===== config.mk =====
export PLATFORM = sky130hd
export DESIGN_NAME = fifo_read_ctrl
export DESIGN_NICKNAME = d
export VERILOG_FILES = /design/src/rtl/fifo_pkg.sv /design/src/rtl/fifo_ptr_sync.sv /design/src/rtl/fifo_read_ctrl.sv
export SDC_FILE = /design/constraint.sdc
export NUM_CORES = 1
export LEC_CHECK = 0
export CORE_ASPECT_RATIO = 1.5
export CORE_UTILIZATION = 35
export CTS_BUF_LIST = sky130_fd_sc_hd__clkbuf_8
export CTS_CLUSTER_DIAMETER = 60
export DETAILED_ROUTE_END_ITERATION = 8
export DONT_BUFFER_PORTS = 1
export PLACE_DENSITY = 0.6
export SETUP_SLACK_MARGIN = 0.15
export SYNTH_ARGS = -nofsm -noshare
export SYNTH_HDL_FRONTEND = slang
export SYNTH_HIERARCHICAL = 1
export SYNTH_SLANG_ARGS = --single-unit

===== constraint.sdc =====
create_clock -name rclk -period 2.7 [get_ports rclk]
set_input_delay 0.27 -clock rclk [delete_from_list [all_inputs] [get_ports rclk]]
set_output_delay 0.27 -clock rclk [all_outputs]
set_load 0.05 [all_outputs]

===== src/rtl/fifo_pkg.sv =====
// Shared async-FIFO helpers: Gray/binary conversion and address width.
// Used by both the read-side and write-side pointer controllers.
package fifo_pkg;

  localparam int GW = 32;

  typedef logic [GW-1:0] gword_t;

  function automatic int fifo_aw(int depth);
    return $clog2(depth);
  endfunction

  // Callers zero-extend to GW and size-cast the result back to AW+1.
  function automatic gword_t b2g(gword_t b);
    return b ^ (b >> 1);
  endfunction

  function automatic gword_t g2b(gword_t g);
    gword_t b;
    b[GW-1] = g[GW-1];
    for (int i = GW - 2; i >= 0; i--) begin
      b[i] = b[i+1] ^ g[i];
    end
    return b;
  endfunction

endpackage


===== src/rtl/fifo_ptr_sync.sv =====
// Multi-flop synchronizer for a Gray pointer crossing clock domains.
// Synchronous active-high reset clears every stage to zero.
module fifo_ptr_sync #(
  parameter int W      = 5,
  parameter int STAGES = 2
) (
  input  logic         clk,
  input  logic         rst,
  input  logic [W-1:0] d,
  output logic [W-1:0] q
);

  logic [W-1:0] stg [STAGES];

  // Shift the raw pointer through the chain; no logic before stage 0.
  always_ff @(posedge clk) begin
    if (rst) begin
      for (int i = 0; i < STAGES; i++) begin
        stg[i] <= '0;
      end
    end else begin
      stg[0] <= d;
      for (int i = 1; i < STAGES; i++) begin
        stg[i] <= stg[i-1];
      end
    end
  end

  assign q = stg[STAGES-1];

endmodule


===== src/rtl/fifo_read_ctrl.sv =====
// Async FIFO read-side pointer/flag controller (mirror of write side).
// Optional rd_almost_empty output: define FIFO_RD_ALMOST_EMPTY_EN.
module fifo_read_ctrl
  import fifo_pkg::*;
#(
  parameter int DEPTH       = 16,
  parameter int SYNC_STAGES = 2,
  parameter int AE_THRESH   = 2,
  localparam int AW         = fifo_aw(DEPTH)
) (
  input  logic          rclk,
  input  logic          rrst,
  input  logic          rden,
  input  logic [AW:0]   wrptr,
  output logic [AW:0]   rdptr,
  output logic [AW-1:0] raddr,
  output logic          rd_fire,
  output logic          rd_empty,
  output logic [AW:0]   rd_count,
`ifdef FIFO_RD_ALMOST_EMPTY_EN
  output logic          rd_almost_empty,
`endif
  output logic          rd_underflow
);

  typedef logic [AW:0] ptr_t;

  ptr_t rbin;
  ptr_t rbin_next;
  ptr_t g_next;
  ptr_t q_wptr;
  ptr_t cnt_next;

  fifo_ptr_sync #(
    .W      (AW + 1),
    .STAGES (SYNC_STAGES)
  ) u_wsync (
    .clk (rclk),
    .rst (rrst),
    .d   (wrptr),
    .q   (q_wptr)
  );

  assign rd_fire   = rden & ~rd_empty;
  assign rbin_next = rbin + ptr_t'(rd_fire);
  assign g_next    = ptr_t'(b2g(gword_t'(rbin_next)));
  assign cnt_next  = ptr_t'(g2b(gword_t'(q_wptr))) - rbin_next;
  assign raddr     = rbin[AW-1:0];

  // Pointers and flags; pop and synced write fold into one update.
  always_ff @(posedge rclk) begin
    if (rrst) begin
      rbin         <= '0;
      rdptr        <= '0;
      rd_empty     <= 1'b1;
      rd_count     <= '0;
      rd_underflow <= 1'b0;
    end else begin
      rbin         <= rbin_next;
      rdptr        <= g_next;
      rd_empty     <= (g_next == q_wptr);
      rd_count     <= cnt_next;
      rd_underflow <= rd_underflow | (rden & rd_empty);
    end
  end

`ifdef FIFO_RD_ALMOST_EMPTY_EN
  // Almost-empty tracks the next-state fill count.
  always_ff @(posedge rclk) begin
    if (rrst) begin
      rd_almost_empty <= 1'b1;
    end else begin
      rd_almost_empty <= (cnt_next <= ptr_t'(AE_THRESH));
    end
  end
`endif

endmodule


==> summary.md, run 1 <==
| Metric | Value |
|---|---|
| Slew @ Worst Pin | `~0.57 ns` |
| Mapped Area | `about 0.0011 mm2` |
| Area grow syn2layout | `15.5%` |
| Synth Area in XOR/XNOR | `between 10% and 20%` |
| Wire length per cell | `~12 um` |
| Main combinational cell family by area after synthesis | `XOR/XNOR gates` |
| Placed cell areas | `around 0.0012 mm2` |
| Number of hold violations in the final report | `0` |
| Clock tree buffer depth | `2` |
| Worst path required time | `roughly 2.9 ns` |
| Worst vdd ir | `approximately 0.3 mV` |
| CORE AREA | `approximately 0.0029 mm2` |
| Diode count | `0` |
| Setup-failing EPs final | `0` |
| Detailed-route wire length | `~1.8 mm` |
| HPWL after DPL | `between 1 and 1.5 mm` |
| Status | `completed` |
| Adder-cell share of the synthesized area | `about 8.4%` |
| Hold Buf Count CTS | `0` |
| CTS buffer count | `3` |
| Vias in the first global route | `approximately 700` |
| Post-Synth Simple-Gate Area | `16.8%` |
| Drt pass-1 iters | `3` |
| CP Data Arrival Time | `2.62 ns` |
| Io pins | `25` |
| Routed Antenna Nets | `0` |
| Setup TNS Final | `0 ns` |
| Gpl congestion | `between 0.7 and 0.8` |
| Overall power | `roughly 900 uW` |
| Initial Utilization | `37.4%` |
| Drt via density | `between 4 and 5` |
| Post-route cell area | `0.00127 mm2` |
| Final Non-Filler Cells | `between 150 and 200` |
| Pleak | `a little over 0.5 nW` |
| Setup Skew | `0.00106 ns` |
| Fin crit share | `~90%` |
| Cells after Synth | `between 100 and 150` |
| DIE HEIGHT | `between 70 and 80 um` |
| H-tree levels | `1` |
| Port bufs | `0` |
| Seq/Total Area, Yosys | `between 40% and 50%` |
| Post-synthesis mux area share | `0%` |
| Achievable frequency | `about 400 MHz` |
| Yosys reg bits | `26` |
| Final global-route overflow total | `0` |
| Internal power | `616 uW` |
| Dominant cells by area after synthesis | `dfxtp_1 47%, xnor2_1 10%, nor2b_1 7.4%` |
| Most numerous cell in the Yosys netlist | `dfxtp_1` |
| Drt drc | `0` |
| Distinct cell type count after synthesis | `24` |
| Cells after DPL | `147` |
| Crit-path max FO | `2` |
| Reg power frac | `54.9%` |
| 1st-iter DRT viols | `10` |
| Synth cell count leaders | `26 x dfxtp_1, 13 x nor2_1, 13 x nor2b_1, 13 x xnor2_1, 7 x xor2_1` |
| Nets@finish | `~130` |
| Root Driver | `clkbuf_8` |
| Initial antenna violation count | `0` |
| Chip width | `between 40 and 50 um` |
| Net Count, Synth | `~120` |
| Comb pwr share | `roughly 17%` |
| Largest net degree at the start of global routing | `27` |
| Synthesis Warnings | `6` |
| Global Route Usage Sum | `approximately 13%` |
| Post-synth top area share | `47.3%` |
| Clock Latency Late Sink | `between 0.2 and 0.3 ns` |
| Type of the worst setup path | `flop to flop` |
| CTS tree | `done` |
| Synth Flop Type | `dfxtp_1` |
| Max-cap viol count | `0` |
| Hold crit path type | `primary input to flop` |
| Slew Viols, Final | `0` |
| Clock Pin Slew Worst Setup and Hold Paths | `approximately 0.090 ns` |
| Normalized max-slew margin | `approximately three fifths` |
| Post-Syn Area per Cell | `10.3 um2` |
| Floorplan row count | `24` |
| Die ar. | `around 0.0034 mm2` |
| P per Cell Area | `around 700 mW/mm2` |
| DR vias | `between 600 and 700` |
| Power share of the clock group | `about 28%` |
| CP Capture Type | `flop` |
| Fraction of registers with async set/reset | `0%` |
| Share of cells above drive strength 1 | `23.7%` |
| Number of flops mapped to enable cells by yosys | `0` |
| Period minus WS final | `approximately 2.4 ns` |
| Post-synthesis compound-gate area fraction | `5.34%` |
| Switch Pwr | `274 uW` |
| Clk sinks | `26` |
| Synth area leader | `dfxtp_1` |
| Startpoint types | `flop` |
| First-pass GRT wire length | `3.02 mm` |
| RSZ-0062 raised after global routing | `false` |
| Switching share of power | `between 30% and 40%` |
## sequential cells by signal, summed over array words and instances, names as in the netlist
| signal | cells |
|---|---|
| rdptr | 5 |
| rd_empty | 1 |
| rbin | 4 |
| u_wsync/stg | 10 |
| rd_underflow | 1 |
| rd_count | 5 |
## final timing paths
kind / cells after the start / slack, ns / startpoint / end
worst min-delay path: 1 / 0.05 / rrst / u_wsync/stg[0][8]
worst max-delay path: 11 / 0.26 / u_wsync/stg[0][9] / rd_count[4]
worst min register to register: 1 / 0.44 / u_wsync/stg[0][4] / u_wsync/stg[0][9]
worst max register to register: 11 / 0.26 / u_wsync/stg[0][9] / rd_count[4]
## stage by stage
| step | hold slack, ns | util, % | setup WS (ns) |
|---|---|---|---|
| after detailed placement | 0.343 | 40.2 | 0.132 |
| after CTS | 0.0450 | 42.3 | 0.155 |
| after global placement | 0.342 | 40.2 | 0.233 |
| after global routing | 0.0308 | 43.2 | 0.109 |
| final | 0.0456 | 43.2 | 0.259 |
| after floorplan | 0.342 | - | 0.0912 |
## metal layers
layer | share of wire (%) | vias up | wire length (um) | GRT usage [%]
li1 | - | 352 | - | -
met1 | 41 | 318 | 754 | 14.1
met2 | 52 | 17 | 965 | 20.7
met3 | 3.2 | 5 | 60 | 2.30
met4 | 3.5 | 0 | 65 | 9.26
met5 | 0 | - | 0 | 0
## cells by family (layout without fill, tap and decap cells)
logic type / after synthesis / in the layout
adder cells (fa/ha/maj): 7 / 7
flip-flops: 26 / 26
buffers and inverters: 9 / 16
XOR/XNOR: 21 / 21
AO/OA/AOI/OAI: 8 / 8
AND/OR/NAND/NOR: 36 / 36
## worst max-delay path, cell delays in order, from the launching register on
cell     delay, ns
dfxtp_2       0.35
xnor2_2       0.21
xnor2_2       0.17
xor2_2        0.19
xnor2_1       0.14
ha_2          0.20
inv_2         0.04
fa_2          0.36
a21o_1        0.17
maj3_2        0.31
xnor2_1       0.14
nor2_1        0.05
## cells in the final DEF, fill, tap and decap left out
master and instances:
nand3_1 3, maj3_2 1, ha_1 4, xor2_1 6, or3_1 1, xnor2_2 3, a21boi_0 1, nor2b_1 12
o211ai_1 1, fa_2 1, inv_2 1, nor3_1 1, o2bb2ai_1 1, ha_2 1, buf_4 9, xor2_2 1
a21oi_1 2, clkbuf_8 4, dfxtp_2 3, a41o_1 1, and2_2 1, xnor2_1 11, a21o_1 2, dfxtp_1 23
inv_1 2, nand2_1 3, nor2_1 13, nor2b_4 1, and3b_2 1
## final cells by class
class                           count  area (um2)
Tap cell                           39        48.8
Multi-Input combinational cell     72         564
Clock buffer                        4        55.1
Fill cell                         303        1670
Timing Repair Buffer                9        67.6
Sequential cell                    26         524
Inverter                            3        11.3
## timing repair
item,4_1_cts,5_1_grt
gates resized for setup,1,3
setup buffers,0,2
pin swaps,0,4
setup endpoints to repair,1,1
## power by group through the flow
stage / Combinational [mW] / Sequential, mW / Clock [mW]
2_1_floorplan: 0.103 / 0.509 / 0
3_3_place_gp: 0.137 / 0.499 / 0
3_5_place_dp: 0.139 / 0.499 / 0
4_1_cts: 0.143 / 0.490 / 0.261
5_1_grt: 0.164 / 0.492 / 0.272
6_report: 0.147 / 0.489 / 0.254
Note: power is estimated with default switching activity, not from simulation.
==> run 2, diff against run 1 <==
--- a/config.mk
+++ b/config.mk
@@ -9,6 +9,7 @@
 export CORE_UTILIZATION = 35
 export CTS_BUF_LIST = sky130_fd_sc_hd__clkbuf_8
 export CTS_CLUSTER_DIAMETER = 60
+export CTS_CLUSTER_SIZE = 24
 export DETAILED_ROUTE_END_ITERATION = 8
 export DONT_BUFFER_PORTS = 1
 export PLACE_DENSITY = 0.6
==> results of run 2 <==
No change in the layout: final DEF, timing and power equal those of run 1.
